**config.mk**
```make
export PLATFORM = sky130hd
export DESIGN_NAME = ram_write_seq_flat
export DESIGN_NICKNAME = d
export VERILOG_FILES = /design/src/rtl/ram_write_seq_pkg.sv /design/src/rtl/ram_write_seq_if.sv /design/src/rtl/ram_write_seq_addr_counter.sv /design/src/rtl/ram_write_seq.sv /design/src/flat_wrapper.sv
export SDC_FILE = /design/constraint.sdc
export NUM_CORES = 1
export LEC_CHECK = 0
export BUFFER_PORTS_ARGS = -buffer_cell sky130_fd_sc_hd__buf_4
export CAP_MARGIN = 40
export CELL_PAD_IN_SITES_DETAIL_PLACEMENT = 0
export CELL_PAD_IN_SITES_GLOBAL_PLACEMENT = 1
export CORE_MARGIN = 3
export CORE_UTILIZATION = 39
export CTS_CLUSTER_DIAMETER = 150
export DETAILED_ROUTE_END_ITERATION = 10
export PLACE_DENSITY_LB_ADDON = 0.1
export SYNTH_ARGS = -nofsm -noshare
export SYNTH_HDL_FRONTEND = slang
export SYNTH_SLANG_ARGS = --single-unit
export TNS_END_PERCENT = 5
```
**constraint.sdc**
```tcl
create_clock -name clk_write -period 1.57 [get_ports clk_write]
set_input_delay 0.314 -clock clk_write [delete_from_list [all_inputs] [get_ports clk_write]]
set_output_delay 0.314 -clock clk_write [all_outputs]
set_load 0.1 [all_outputs]
```
**src/rtl/ram_write_seq_pkg.sv**
```systemverilog
// ram_write_seq_pkg: shared widths, lengths and FSM state encoding for the ram write sequencer
package ram_write_seq_pkg;
   localparam int ADDR_W = 5;
   localparam int DATA_W = 8;
   localparam int DEPTH = 1 << ADDR_W;
   typedef logic [ADDR_W:0] len_t;
   localparam len_t ONE = len_t'(1);
   localparam len_t DEPTH_LEN = len_t'(DEPTH);
   typedef enum logic [1:0] {
      ST_IDLE = 2'd0,
      ST_RUN  = 2'd1,
      ST_LAST = 2'd2
   } state_t;
endpackage

```
**src/rtl/ram_write_seq_if.sv**
```systemverilog
// ram_write_seq_if: valid/ready byte stream feeding the write sequencer
interface ram_write_seq_if;
   import ram_write_seq_pkg::*;
   logic              in_valid;
   logic [DATA_W-1:0] in_data;
   logic              in_ready;
   modport master (output in_valid, in_data, input in_ready);
   modport slave (input in_valid, in_data, output in_ready);
endinterface

```
**src/rtl/ram_write_seq_addr_counter.sv**
```systemverilog
// ram_write_seq_addr_counter: loadable wrapping address counter
module ram_write_seq_addr_counter #(
   parameter int W = 5
) (
   input  logic         clk_write,
   input  logic         reset,
   input  logic         load,
   input  logic         inc,
   input  logic [W-1:0] load_value,
   output logic [W-1:0] value
);
   always_ff @(posedge clk_write or posedge reset)
      if (reset) value <= '0;
      else if (load) value <= load_value;
      else if (inc) value <= value + W'(1);
endmodule

```
**src/rtl/ram_write_seq.sv**
```systemverilog
// ram_write_seq: turns a byte stream into a burst of registered ram writes at consecutive addresses
module ram_write_seq
   import ram_write_seq_pkg::*;
(
   input  logic              clk_write,
   input  logic              reset,
   input  logic              start,
   input  logic [ADDR_W-1:0] start_addr,
   input  len_t              burst_len,
   input  logic              abort,
   ram_write_seq_if.slave    s,
   output logic [ADDR_W-1:0] address_write,
   output logic [DATA_W-1:0] data_write,
   output logic              write_enable,
   output logic              busy,
   output logic              done,
   output len_t              beats_done
);
   state_t            state;
   len_t              remaining;
   logic [ADDR_W-1:0] cur_addr;
   logic              accept;
   logic              load;
   assign s.in_ready = state == ST_RUN && !abort;
   assign accept = s.in_valid && s.in_ready;
   assign load = state == ST_IDLE && start;
   assign busy = state != ST_IDLE;
   ram_write_seq_addr_counter #(.W(ADDR_W)) u_addr (
      .clk_write (clk_write),
      .reset     (reset),
      .load      (load),
      .inc       (accept),
      .load_value(start_addr),
      .value     (cur_addr)
   );
   // done is registered with the last beat so it lines up with its write_enable
   always_ff @(posedge clk_write or posedge reset)
      if (reset) begin
         state <= ST_IDLE;
         remaining <= '0;
         beats_done <= '0;
         address_write <= '0;
         data_write <= '0;
         write_enable <= 1'b0;
         done <= 1'b0;
      end else begin
         write_enable <= accept;
         done <= accept && remaining == ONE;
         if (accept) begin
            address_write <= cur_addr;
            data_write <= s.in_data;
            remaining <= remaining - ONE;
            beats_done <= beats_done + ONE;
         end
         case (state)
            ST_IDLE: if (start) begin
               state <= ST_RUN;
               remaining <= burst_len == '0 ? DEPTH_LEN : burst_len;
               beats_done <= '0;
            end
            ST_RUN: if (abort) state <= ST_IDLE;
               else if (accept && remaining == ONE) state <= ST_LAST;
            default: state <= ST_IDLE;
         endcase
      end
endmodule
```
**src/flat_wrapper.sv**
```systemverilog
// flat-port wrapper written by rule: the top's interface ports become plain ports
module ram_write_seq_flat import ram_write_seq_pkg::*;
  (clk_write, reset, start, start_addr, burst_len, abort, address_write, data_write, write_enable, busy, done, beats_done, s_in_valid, s_in_data, s_in_ready);
  ram_write_seq_if s_i ();
  input  logic clk_write;
  input  logic reset;
  input  logic start;
  input  logic [ADDR_W-1:0] start_addr;
  input  len_t burst_len;
  input  logic abort;
  output logic [ADDR_W-1:0] address_write;
  output logic [DATA_W-1:0] data_write;
  output logic write_enable;
  output logic busy;
  output logic done;
  output len_t beats_done;
  input wire logic [$bits(s_i.in_valid)-1:0] s_in_valid;
  input wire logic [$bits(s_i.in_data)-1:0] s_in_data;
  output wire logic [$bits(s_i.in_ready)-1:0] s_in_ready;
  assign s_i.in_valid = s_in_valid;
  assign s_i.in_data = s_in_data;
  assign s_in_ready = s_i.in_ready;
  ram_write_seq u_core (.clk_write(clk_write), .reset(reset), .start(start), .start_addr(start_addr), .burst_len(burst_len), .abort(abort), .s(s_i), .address_write(address_write), .data_write(data_write), .write_enable(write_enable), .busy(busy), .done(done), .beats_done(beats_done));
endmodule
```
# ---- Yosys cells after proc, flatten, opt, wreduce, memory -nomap -nowiden
# Cells that the tools add are included.
dict set report op_classes {
  mul 0
  n_shift 0
  bitwise 0
  order_cmp 0
  n_mux 13
  eq_ne 4
  n_addsub 3
  n_reduce_logical 10
  n_div 0
}
# operator n
set ops {}
lappend ops {{6-bit 2-to-1 mux} 7}
lappend ops {{5-bit 2-to-1 mux} 2}
lappend ops {{6-bit by 1-bit adder with 6-bit output (second input constant)} 1}
lappend ops {{6-bit by 1-bit == test with 1-bit output (second input constant)} 1}
lappend ops {{6-bit zero test} 1}
lappend ops {{2-bit 2-to-1 mux} 3}
lappend ops {{6-bit by 1-bit subtractor with 6-bit output (second input constant)} 1}
lappend ops {{5-bit by 1-bit adder with 5-bit output (second input constant)} 1}
lappend ops {{1-bit logical AND} 4}
lappend ops {{2-bit case mux with 2 select lines} 1}
lappend ops {{2-bit nonzero test} 2}
lappend ops {{3-bit inequality test (second input constant)} 1}
lappend ops {{2-bit by 1-bit == test with 1-bit output (second input constant)} 1}
lappend ops {{2-bit zero test} 1}
lappend ops {{2-bit inequality test (second input constant)} 1}
lappend ops {{2-bit AND reduction} 1}
lappend ops {{1-bit zero test} 1}
dict set report word_totals {
  n_memories 0
  ramBits 0
  latchBits 0
  input_bits 24
  elab_cells 38
  ff_bits 34
  rom_bits 0
  out_inout_bits 23
}

# ---- Logic depth before layout (Yosys ltp)
# Gate-level depths: netlist of the first run.
dict set report depth {
  word_depth 7
  depth_mapped 6
  ltp_nobuf 5
}

# ---- Hierarchy
# Synthesis of the first run repeated with hierarchy kept, for this count alone.
dict set report unflattened {
  hier_cells 131
  hier_area_um2 1597.8
}
# module instances cells_each area_each_um2 seq_area_each_um2
set by_module_without_submodules {}
lappend by_module_without_submodules {ram_write_seq 1 105 1347.5 725.7}
lappend by_module_without_submodules {ram_write_seq_addr_counter 1 26 250.2 125.1}

# ---- Worst setup path before layout of the first run
# No wires, ideal clock.
dict set report synth_timing {
  path_type {flip-flop to output port}
  startpoint {register u_core.state[1]}
  endpoint {output port s_in_ready}
  path_buffers 0
  arrival_time_ns 2.460
  stages_incl_launch_ff 2
  slack_ns -1.204
  t_required_ns 1.256
  cell_sequence {dfrtp_1 -> nor3_1}
}
dict set report synth_between {
  elab_chain_len 2
}
# item line
set synth_lines {}
lappend synth_lines {{start, declared} ram_write_seq.sv:19} ;# state_t state;
lappend synth_lines {{start signal, assigned} ram_write_seq.sv:39} ;# state <= ST_IDLE;
lappend synth_lines {{start signal, assigned} ram_write_seq.sv:57} ;# state <= ST_RUN;
lappend synth_lines {{start signal, assigned} ram_write_seq.sv:61} ;# ST_RUN: if (abort) state <= ST_IDLE;
lappend synth_lines {{2-bit by 1-bit == test with 1-bit output} ram_write_seq.sv:24} ;# assign s.in_ready = state == ST_RUN && !abort;
lappend synth_lines {{1-bit logical AND} ram_write_seq.sv:24}
lappend synth_lines {{end, declared} flat_wrapper.sv:19} ;# output wire logic [$bits(s_i.in_ready)-1:0] s_in_ready;
# Every way passes these cells.

# ---- Worst setup path after layout of the first run
# Ends and elaborated chain as after synthesis.

==> impl_metrics.csv, run 1 <==
group,metric,value,unit
placement,dpl.hpwl,2.24,mm
setup_path,cpMaxStageDelayCell,"dfrtp_1",
placement,port_buffers,46,
finish,syn2layout_area_growth,32.5,%
finish,mostFrequentLayoutCell,"buf_4",
setup_path,startpoint_type,"register",
logic_synthesis,synthAdderAreaFrac,3.21,%
floorplanning,design.die.area,4800,sq um
power_and_ir_drop,vdd_drop_max,0.863,mV
clock_tree,clock_path_buffers,2,
logic_synthesis,syn_inst,134,
drt,drcViolationCount,0,
floorplanning,fp.dieW,69.3,microns
logic_synthesis,synth_compound_area_share,4.81,%
clock_tree,numCtsBuffers,5,
finish,antennaDiodeCount,0,
timing,tns,0,ns
global_route,gr-total-overflow,0,
timing,slew_headroom,71.5,%
floorplanning,core,3770,sq um
floorplanning,die_h,69.3,microns
finish,layout_common_cells,"buf_4 (47), dfrtp_1 (34), nand2_1 (17), mux2_2 (13), xor2_1 (10)",
power_and_ir_drop,power,3.73,mW
drt,wl_per_cell,13.0,microns
drt,antenna_left,0,
timing,setup_viol_count_final,0,
logic_synthesis,ys_warn_count,0,
logic_synthesis,syn-mean-instance-area,11.7,sq um
power_and_ir_drop,leakage,0.983,nW
logic_synthesis,syn_area,1560,sq um
outcome,outcome,"complete, no violations",
floorplanning,rows,22,
logic_synthesis,syn_nets,162,
setup_path,arrival,1.22,ns
setup_path,path_cells,"buf_4 > nor3_4 > buf_6",
global_route,grt_max_degree,35,
clock_tree,root_buffer,"clkbuf_8",
timing,fmaxAchievable,650,MHz
clock_tree,cts_tree,"done",
timing,tightest_slew,0.427,ns
setup_path,crit_path_end_kind,"primary output",
flow_run,maxCapViolations,0,
logic_synthesis,synth-xor-area-share,7.29,%
logic_synthesis,yosysUniqueCellTypes,29,
worst_hold_path,min_path_type,"in2async",
clock_tree,insertion_delay,0.28,ns
drt,viasPerCell,4.83,
setup_path,setup.worst_path.class,"reg2out",
setup_path,required,1.26,ns
placement,routabilityCongestion,0.788,
global_route,grt.total_usage,13.8,%
setup_path,max_stage_delay,0.37,ns
clock_tree,htree_levels,2,
clock_tree,cts_hold_buffers,0,
logic_synthesis,ys_seq_elements,34,
floorplanning,initial_core_util,41.4,%
timing,period_minus_slack,1.54,ns
global_route,grt_pass1_wl,5.25,mm
drt,wl,3.04,mm
placement,post-place-ws,0.0657,ns
timing,period_share,98.0,%
setup_path,crit_family,"buffers and inverters",
global_route,first_global_vias,1168,
timing,setup_ws,0.0316,ns
timing,rsz0062_at_grt,"false",
finish,nets,214,
drt,drt-initial-drc-count,55,
power_and_ir_drop,p_per_area,1810,nW/um^2
setup_path,critPathBufInv,2,
finish,fin_area,2070,sq um
setup_path,critPathMaxFanout,3,
drt,first_pass_iters,4,
drt,num_vias,1130,
clock_tree,cts.sinks,34,
global_route,grt_antenna_before_repair,0,
placement,place_area,1980,sq um
clock_tree,clk_pin_slew_worst_paths,0.06,ns
logic_synthesis,synth_top_family_by_area,"simple AND/OR/NAND/NOR gates",
timing,hold_viol,0,
logic_synthesis,ys_seq_area_share,54.5,%
floorplanning,pin_count,47,
timing,fin_skew,0.00255,ns
timing,drv_slew,0,
logic_synthesis,synthSimpleGateAreaFrac,14.4,%
logic_synthesis,synthMuxAreaShare,10.7,%
finish,drive_gt1_share,41.4,%
-- per-layer routing --
metal | track usage, % | vias to the layer above | routed length [microns]
met1 | 16.1 | 542 | 1380
met3 | 6.52 | 6 | 197
met4 | 4.56 | 0 | 42
met2 | 22.2 | 27 | 1420
li1 | - | 555 | -
met5 | 0 | - | 0
-- flip-flops by register name, summed over array words and instances (netlist names) --
register and flops:
u_core.state 2, u_core.write_enable 1, u_core.beats_done 6, u_core.done 1, u_core.u_addr.value 5, u_core.remaining 6, u_core.address_write 5, u_core.data_write 8
-- repair_timing --
item / 4_1_cts / 5_1_grt
setup endpoints to repair: 1 / 1
resized for setup: 1 / 2
setup buffers: 0 / 0
-- final timing paths --
kind,start,end,slack (ns),depth (start not counted)
min in group clk_write,burst_len[1],u_core.remaining[1]$_DFF_PP0_,0.23,3
setup reg to reg,u_core.state[1]$_DFFE_PP0P_,u_core.remaining[4]$_DFF_PP0_,0.12,5
max in group asynchronous,reset,u_core.data_write[2]$_DFFE_PP0P_,1.14,3
setup / recovery,u_core.state[1]$_DFFE_PP0P_,s_in_ready,0.03,3
hold reg to reg,u_core.data_write[5]$_DFFE_PP0P_,u_core.data_write[5]$_DFFE_PP0P_,0.51,1
hold / removal,reset,u_core.data_write[0]$_DFFE_PP0P_,0.12,3
-- cell usage after synthesis --
master | instances | area, sq um
buf_6 | 3 | 33.8
nand2_1 | 17 | 63.8
xnor2_1 | 3 | 26.3
dfrtp_1 | 34 | 851
ha_1 | 4 | 50.1
mux2i_1 | 2 | 20.0
nand4_1 | 3 | 18.8
o21ai_1 | 3 | 15.0
nand3_1 | 2 | 10.0
nand4_2 | 1 | 12.5
o21ai_0 | 6 | 30.0
mux2_2 | 13 | 146
o211ai_1 | 1 | 7.51
inv_1 | 5 | 18.8
and3_1 | 1 | 6.26
and4_4 | 1 | 11.3
nand3_2 | 1 | 10.0
or4_1 | 1 | 7.51
and4_1 | 1 | 8.76
o41ai_1 | 1 | 8.76
a21oi_1 | 1 | 5.00
and4bb_1 | 1 | 12.5
nor3_1 | 4 | 20.0
a21oi_2 | 1 | 8.76
nor2_1 | 10 | 37.5
and2_1 | 1 | 6.26
xor2_1 | 10 | 87.6
clkbuf_1 | 2 | 7.51
buf_12 | 1 | 20.0
-- through the flow --
step | hold slack [ns] | utilization (%) | instances
final | 0.118 | 54.8 | 234
after CTS | 0.135 | 54.7 | 234
after detailed placement | 0.444 | 52.5 | 227
after global routing | 0.150 | 54.8 | 234
after floorplan | 0.407 | - | 134
after global placement | 0.436 | 52.5 | 227
-- worst reg2reg max path, stage by stage, from the launching register on --
cell and delay (ns):
dfrtp_1 0.37, and4bb_1 0.32, buf_4 0.24, nand3_1 0.12
xor2_1 0.15, o21ai_0 0.16
-- report_power, final --
part	internal [mW]	switching, mW
Combinational	0.474	1.40
Sequential	1.11	0.163
Clock	0.297	0.295
Total	1.88	1.86
-- layout make-up --
| class | instances | area, sq um |
|---|---|---|
| timing repair buffer | 51 | 415 |
| clock buffer | 5 | 68.8 |
| sequential | 34 | 851 |
| fill | 340 | 1700 |
| clock inverter | 2 | 10.0 |
| tap | 48 | 60.1 |
| multi-input combinational | 89 | 644 |
| inverter | 5 | 18.8 |
-- cell families after synthesis --
kind of cell / Yosys count
AO/OA/AOI/OAI: 13
flip-flops: 34
buffers and inverters: 11
multiplexers: 15
adder cells (fa/ha/maj): 4
AND/OR/NAND/NOR: 44
XOR/XNOR: 13
Power figures use the tool's default switching activity.
==> run 2: changes to the inputs <==
--- a/config.mk
+++ b/config.mk
@@ -10,7 +10,7 @@
 export CELL_PAD_IN_SITES_DETAIL_PLACEMENT = 0
 export CELL_PAD_IN_SITES_GLOBAL_PLACEMENT = 1
 export CORE_MARGIN = 3
-export CORE_UTILIZATION = 39
+export CORE_UTILIZATION = 40
 export CTS_CLUSTER_DIAMETER = 150
 export DETAILED_ROUTE_END_ITERATION = 10
 export PLACE_DENSITY_LB_ADDON = 0.1
==> constraint.sdc (replaced) <==
create_clock -name clk_write -period 1.9 [get_ports clk_write]
set_input_delay 0.38 -clock clk_write [delete_from_list [all_inputs] [get_ports clk_write]]
set_output_delay 0.38 -clock clk_write [all_outputs]
set_load 0.1 [all_outputs]
==> run 2 against run 1 <==
Compared with the run above: critical path type unchanged; first-iteration DRC count fell by 1.8%; clock skew decreased by 0.00086 ns; worst setup slack better by 0.29 ns; non-clock buffer count shrank 2; final cell count down 0.43%; sequential share of layout area grew 0.12 points; critical endpoint unchanged.
==> impl_metrics.csv, run 2 (synthesis results as in run 1) <==
group,metric,value,unit
finish,largest_reg_flops,8,
power_and_ir_drop,pwr-share-comb,48.0,%
finish,antennaDiodeCount,0,
drt,drcViolationCount,0,
floorplanning,initial_core_util,42.0,%
finish,reg_top3,"u_core.data_write: 8 flops, u_core.beats_done: 6 flops, u_core.remaining: 6 flops",
power_and_ir_drop,switching_share,48.2,%
global_route,grt_pass1_wl,4.94,mm
clock_tree,cts_hold_buffers,0,
setup_path,startpoint_type,"register",
finish,drive_gt1_share,40.5,%
outcome,outcome,"complete, no violations",
power_and_ir_drop,internal-power,1.66,mW
setup_path,path_cells,"nor3_4 > buf_4",
drt,wl,3.06,mm
setup_path,crit_path_end_kind,"primary output",
global_route,gr-total-overflow,0,
placement,dpl.hpwl,2.23,mm
floorplanning,pin_count,47,
drt,drt-initial-drc-count,54,
timing,rsz0062_at_grt,"false",
floorplanning,core,3720,sq um
clock_tree,cts.sinks,34,
setup_path,rrSetupSlack,0.42,ns
timing,period_minus_slack,1.58,ns
timing,fmaxAchievable,633,MHz
power_and_ir_drop,seqPwrFrac,33.0,%
clock_tree,clk_pin_slew_worst_paths,0.06,ns
global_route,grt_antenna_before_repair,0,
finish,top_register,"u_core.data_write",
floorplanning,rows,22,
placement,routabilityCongestion,0.753,
timing,tns,0,ns
setup_path,cpMaxStageDelayCell,"dfrtp_1",
timing,fin_hold_ws,0.195,ns
finish,mostFrequentLayoutCell,"buf_4",
timing,hold_viol,0,
worst_hold_path,min_path_type,"in2async",
clock_tree,postCtsSetupRepairBufs,0,
setup_path,reg2reg_depth,5,
clock_tree,cts_tree,"done",
clock_tree,insertion_delay,0.28,ns
global_route,grt_max_degree,35,
timing,setup_viol_count_final,0,
timing,tightest_slew,0.419,ns
setup_path,r2r-start,"u_core.state[1]$_DFFE_PP0P_",
clock_tree,clock_path_buffers,2,
clock_tree,root_buffer,"clkbuf_8",
global_route,grt.total_usage,14.7,%
finish,nets,212,
timing,setup_ws,0.320,ns
clock_tree,numCtsBuffers,5,
placement,post-place-ws,0.298,ns
setup_path,required,1.52,ns
setup_path,arrival,1.20,ns
placement,port_buffers,46,
timing,slew_headroom,72.1,%
setup_path,critPathMaxFanout,4,
drt,num_vias,1135,
power_and_ir_drop,leakage,0.979,nW
timing,drv_slew,0,
finish,final_cells,233,
power_and_ir_drop,power_frac_clock,19.0,%
clock_tree,htree_levels,2,
placement,place_inst,225,
setup_path,critPathBufInv,1,
drt,antenna_left,0,
power_and_ir_drop,vdd_drop_max,0.568,mV
finish,syn2layout_area_growth,32.1,%
flow_run,maxCapViolations,0,
clock_tree,cts_resized,0,
drt,wl_per_cell,13.1,microns
floorplanning,design.die.area,4690,sq um
floorplanning,die_h,68.5,microns
power_and_ir_drop,p_switching,1.54,mW
timing,period_share,83.1,%
setup_path,r2r-end,"u_core.u_addr.value[4]$_DFFE_PP0P_",
global_route,first_global_vias,1099,
finish,finish.utilization,55.5,%
drt,first_pass_iters,4,
power_and_ir_drop,p_per_area,1550,nW/um^2
setup_path,setup.worst_path.class,"reg2out",
setup_path,crit_family,"flip-flops",
finish,layout_common_cells,"buf_4 (48), dfrtp_1 (34), nand2_1 (17), mux2_2 (13)",
setup_path,max_stage_delay,0.43,ns
floorplanning,fp.dieW,68.5,microns
drt,viasPerCell,4.87,
timing,fin_skew,0.00169,ns
## run 2: cell types whose count changed in the layout (fill, tap and decap cells not counted), sizes merged
cell    previous run  this run
buf               51        49
clkinv             2         0
clkbuf             5         8
## run 2: cell type report
cell class	count	area, sq um
timing repair buffer	49	380
clock buffer	8	110
tap	48	60.1
fill	344	1650
inverter	5	18.8
multi-input combinational	89	642
sequential	34	851
## run 2: power groups by stage
stage / Combinational (mW) / Clock, mW / Sequential (mW)
2_1_floorplan: 0.373 / 0 / 1.90
3_3_place_gp: 1.53 / 0 / 1.06
3_5_place_dp: 1.55 / 0 / 1.08
4_1_cts: 1.55 / 0.630 / 1.06
5_1_grt: 1.61 / 0.669 / 1.09
6_report: 1.54 / 0.608 / 1.06
## run 2: metrics by stage
stage | instance area, sq um | power [mW]
2_1_floorplan | 1570 | 2.28
3_3_place_gp | 1950 | 2.59
3_5_place_dp | 1950 | 2.62
4_1_cts | 2060 | 3.24
5_1_grt | 2060 | 3.37
6_report | 2060 | 3.20
## run 2: how the worst max path moves through the flow
| stage | start | to | slack [ns] | cells after the start |
|---|---|---|---|---|
| floorplan | u_core.beats_done[2]$_DFF_PP0_ | u_core.beats_done[5]$_DFF_PP0_ | 0.18 | 4 |
| global placement | abort | u_core.u_addr.value[4]$_DFFE_PP0P_ | 0.37 | 6 |
| detailed placement | abort | u_core.u_addr.value[4]$_DFFE_PP0P_ | 0.30 | 6 |
| CTS | u_core.state[1]$_DFFE_PP0P_ | s_in_ready | 0.30 | 2 |
| global route | u_core.state[0]$_DFFE_PP0P_ | s_in_ready | 0.24 | 3 |
| finish | u_core.state[1]$_DFFE_PP0P_ | s_in_ready | 0.32 | 2 |
## run 2: worst register-to-register path, stage by stage, from the launching register on
cell,delay (ns)
dfrtp_1,0.43
and4bb_1,0.33
buf_12,0.22
nand4_1,0.15
xor2_1,0.15
o21ai_0,0.13
## run 2: metal layers
metal  wire length [microns]  GRT usage [%]  share of wire, %
met1                    1380           19.1                45
met2                    1440           22.1                47
met3                     189           5.91               6.2
met4                      56           5.21               1.8
met5                       0              0                 0
==> run 3: changes to the inputs <==
--- a/config.mk
+++ b/config.mk
@@ -5,12 +5,13 @@
 export SDC_FILE = /design/constraint.sdc
 export NUM_CORES = 1
 export LEC_CHECK = 0
+export ABC_AREA = 1
 export BUFFER_PORTS_ARGS = -buffer_cell sky130_fd_sc_hd__buf_4
 export CAP_MARGIN = 40
 export CELL_PAD_IN_SITES_DETAIL_PLACEMENT = 0
 export CELL_PAD_IN_SITES_GLOBAL_PLACEMENT = 1
 export CORE_MARGIN = 3
-export CORE_UTILIZATION = 40
+export CORE_UTILIZATION = 38
 export CTS_CLUSTER_DIAMETER = 150
 export DETAILED_ROUTE_END_ITERATION = 10
 export PLACE_DENSITY_LB_ADDON = 0.1
==> constraint.sdc (replaced) <==
create_clock -name clk_write -period 1.5 [get_ports clk_write]
set_input_delay 0.3 -clock clk_write [delete_from_list [all_inputs] [get_ports clk_write]]
set_output_delay 0.3 -clock clk_write [all_outputs]
set_load 0.1 [all_outputs]
==> run 3 against run 2 <==
Compared with the run above: synthesized cell count is 64% higher; wire length increased by 20%; die area rose by 18%; core utilization decreased by 2.6 points; first-iteration DRC count fell by 20%; critical path type unchanged; largest power group unchanged; highest routed layer unchanged.
==> impl_metrics.csv, run 3 <==
group,metric,value,unit
logic_synthesis,synth_top_family_by_area,"simple AND/OR/NAND/NOR gates",
drt,wl_per_cell,11.2,microns
logic_synthesis,ys.flop_type,"dfrtp_1",
timing,setup_viol_count_final,0,
logic_synthesis,syn_area,1780,sq um
logic_synthesis,ys_seq_area_share,47.7,%
logic_synthesis,syn_nets,248,
logic_synthesis,async_flop_share,100,%
power_and_ir_drop,seqPwrFrac,32.1,%
placement,routabilityCongestion,0.776,
logic_synthesis,synth_compound_area_share,6.66,%
finish,fin_area,2350,sq um
flow_run,maxCapViolations,0,
logic_synthesis,syn_inst,220,
clock_tree,numCtsBuffers,5,
logic_synthesis,synth-xor-area-share,1.47,%
logic_synthesis,ys_seq_elements,34,
setup_path,worstSetupStartpoint,"u_core.state[1]$_DFFE_PP0P_",
power_and_ir_drop,switching_share,48.2,%
setup_path,cpMaxStageDelayCell,"dfrtp_1",
logic_synthesis,synth_top_area_share,47.7,%
timing,period_minus_slack,1.46,ns
drt,wl,3.66,mm
logic_synthesis,synth.area.top_cells,"dfrtp_1 (48%), nand2_1 (17%), inv_1 (5.0%), nor2_1 (4.0%), nand3_1 (3.1%)",
floorplanning,initial_core_util,40.1,%
setup_path,startpoint_type,"register",
finish,largest_reg_flops,8,
setup_path,max_stage_delay,0.40,ns
drt,antenna_left,0,
placement,port_buffers,46,
drt,first_pass_iters,4,
logic_synthesis,synthMuxAreaShare,0,%
clock_tree,insertion_delay,0.29,ns
finish,mostFrequentLayoutCell,"nand2_1",
setup_path,r2r-start,"u_core.state[0]$_DFFE_PP0P_",
drt,num_vias,1463,
logic_synthesis,syn-mean-instance-area,8.11,sq um
floorplanning,rows,24,
global_route,grt_antenna_before_repair,0,
finish,antennaDiodeCount,0,
finish,drive_gt1_share,30.7,%
finish,finish.utilization,52.9,%
finish,top_register,"u_core.data_write",
finish,layout_common_cells,"nand2_1 (81), buf_4 (48), dfrtp_1 (31), inv_1 (23), nor2_1 (19)",
clock_tree,clock_path_buffers,2,
logic_synthesis,synthAdderAreaFrac,2.81,%
timing,tightest_slew,0.432,ns
global_route,gr-total-overflow,0,
logic_synthesis,yosysUniqueCellTypes,29,
drt,drt-initial-drc-count,43,
timing,rsz0062_at_grt,"true",
finish,nets,301,
worst_hold_path,min_path_type,"in2async",
timing,tns,0,ns
clock_tree,cts.sinks,34,
power_and_ir_drop,vdd_drop_max,0.700,mV
placement,post-place-ws,0.120,ns
placement,dpl.hpwl,2.65,mm
power_and_ir_drop,p_per_area,1750,nW/um^2
power_and_ir_drop,internal-power,2.13,mW
drt,drcViolationCount,0,
drt,viasPerCell,4.49,
setup_path,setup.worst_path.class,"reg2out",
timing,drv_slew,0,
timing,fin_skew,0.00363,ns
clock_tree,htree_levels,2,
logic_synthesis,ys_warn_count,0,
power_and_ir_drop,pwr-share-comb,47.3,%
floorplanning,die_h,74.5,microns
setup_path,reg2reg_depth,8,
setup_path,arrival,1.16,ns
finish,reg_top3,"u_core.data_write: 8 flops, u_core.beats_done: 6 flops, u_core.remaining: 6 flops",
global_route,grt_max_degree,35,
finish,syn2layout_area_growth,31.8,%
placement,place_area,2200,sq um
timing,hold_viol,0,
timing,period_share,97.1,%
floorplanning,core,4440,sq um
power_and_ir_drop,p_switching,1.98,mW
power_and_ir_drop,power_frac_clock,20.6,%
setup_path,crit_path_end_kind,"primary output",
outcome,outcome,"complete, no violations",
logic_synthesis,synth_common_cells,"nand2_1 (81), dfrtp_1 (34), inv_1 (24)",
floorplanning,pin_count,47,
setup_path,critPathMaxFanout,3,
setup_path,required,1.20,ns
global_route,grt.total_usage,14.9,%
power_and_ir_drop,leakage,1.27,nW
timing,fmaxAchievable,686,MHz
logic_synthesis,synth.most_common_cell,"nand2_1",
clock_tree,root_buffer,"clkbuf_8",
floorplanning,design.die.area,5550,sq um
global_route,grt_pass1_wl,6.26,mm
timing,slew_headroom,71.2,%
logic_synthesis,synth-edff-count,0,
clock_tree,cts_tree,"done",
power_and_ir_drop,power,4.11,mW
logic_synthesis,synthSimpleGateAreaFrac,31.9,%
logic_synthesis,synth_top_cell_by_area,"dfrtp_1",
timing,setup_ws,0.0432,ns
floorplanning,fp.dieW,74.5,microns
setup_path,path_cells,"inv_1 > nand3_4 > inv_4 > buf_12",
global_route,first_global_vias,1361,
clock_tree,clk_pin_slew_worst_paths,0.07,ns
## run 3: cell count changes after synthesis, sizes merged, moves of 4 or more
cell   before  now
xor2       10    2
mux2       13    0
nand4       4    0
o21ai       9   17
nor3        4    0
inv         5   27
nand2      17   84
nor2       10   23
nand3       3   14
## run 3: cell families (layout without fill, tap and decap cells)
group / count (synthesis) / in the layout
AO/OA/AOI/OAI: 20 / 20
XOR/XNOR: 3 / 3
adder cells (fa/ha/maj): 4 / 4
buffers and inverters: 34 / 88
flip-flops: 34 / 34
AND/OR/NAND/NOR: 125 / 125
## run 3: what timing repair did
item	4_1_cts	5_1_grt
pin swaps	1	1
setup buffers	1	0
endpoints found under the setup margin	2	3
endpoints found under the hold margin	0	0
resized for setup	3	4
hold buffers	0	0
## run 3: worst max-delay path: cells and delay by family (launching register included)
family        cells  cell delay (ns)
buf+inv           3             0.35
flops             1             0.40
simple gates      1             0.11
## run 3: final cells by class
class	count	area, sq um
Fill cell	453	2090
Sequential cell	34	855
Multi-Input combinational cell	152	764
Timing Repair Buffer	52	440
Inverter	28	113
Clock buffer	5	68.8
Tap cell	52	65.1
Clock inverter	3	45.0
## run 3: metrics by stage
stage	hold slack, ns	instances
2_1_floorplan	0.396	220
3_3_place_gp	0.436	317
3_5_place_dp	0.432	317
4_1_cts	0.117	326
5_1_grt	0.145	326
6_report	0.0991	326
## run 3: power by group through the flow
stage          clock, mW  sequential (mW)  combinational (mW)
6_report           0.847             1.32                1.94
5_1_grt            0.912             1.36                2.08
4_1_cts            0.883             1.32                1.95
3_5_place_dp           0             1.34                1.93
3_3_place_gp           0             1.34                1.92
2_1_floorplan          0             2.25               0.586
## run 3: per-layer routing
metal	vias to the layer above	share of wire [%]	GRT usage, %
li1	787	-	-
met1	639	50	20.1
met2	32	44	22.5
met3	5	4.8	4.19
met4	0	1.7	5.93
met5	-	0	0
## run 3: path summary, 6_finish.rpt
path | slack [ns] | to
min in group clk_write | 0.21 | u_core.data_write[2]$_DFFE_PP0P_
worst max register to register | 0.14 | u_core.u_addr.value[2]$_DFFE_PP0P_
max in group asynchronous | 1.06 | u_core.beats_done[0]$_DFF_PP0_
worst min register to register | 0.47 | u_core.data_write[5]$_DFFE_PP0P_
worst min-delay path | 0.1 | u_core.address_write[2]$_DFFE_PP0P_
worst max-delay path | 0.04 | s_in_ready
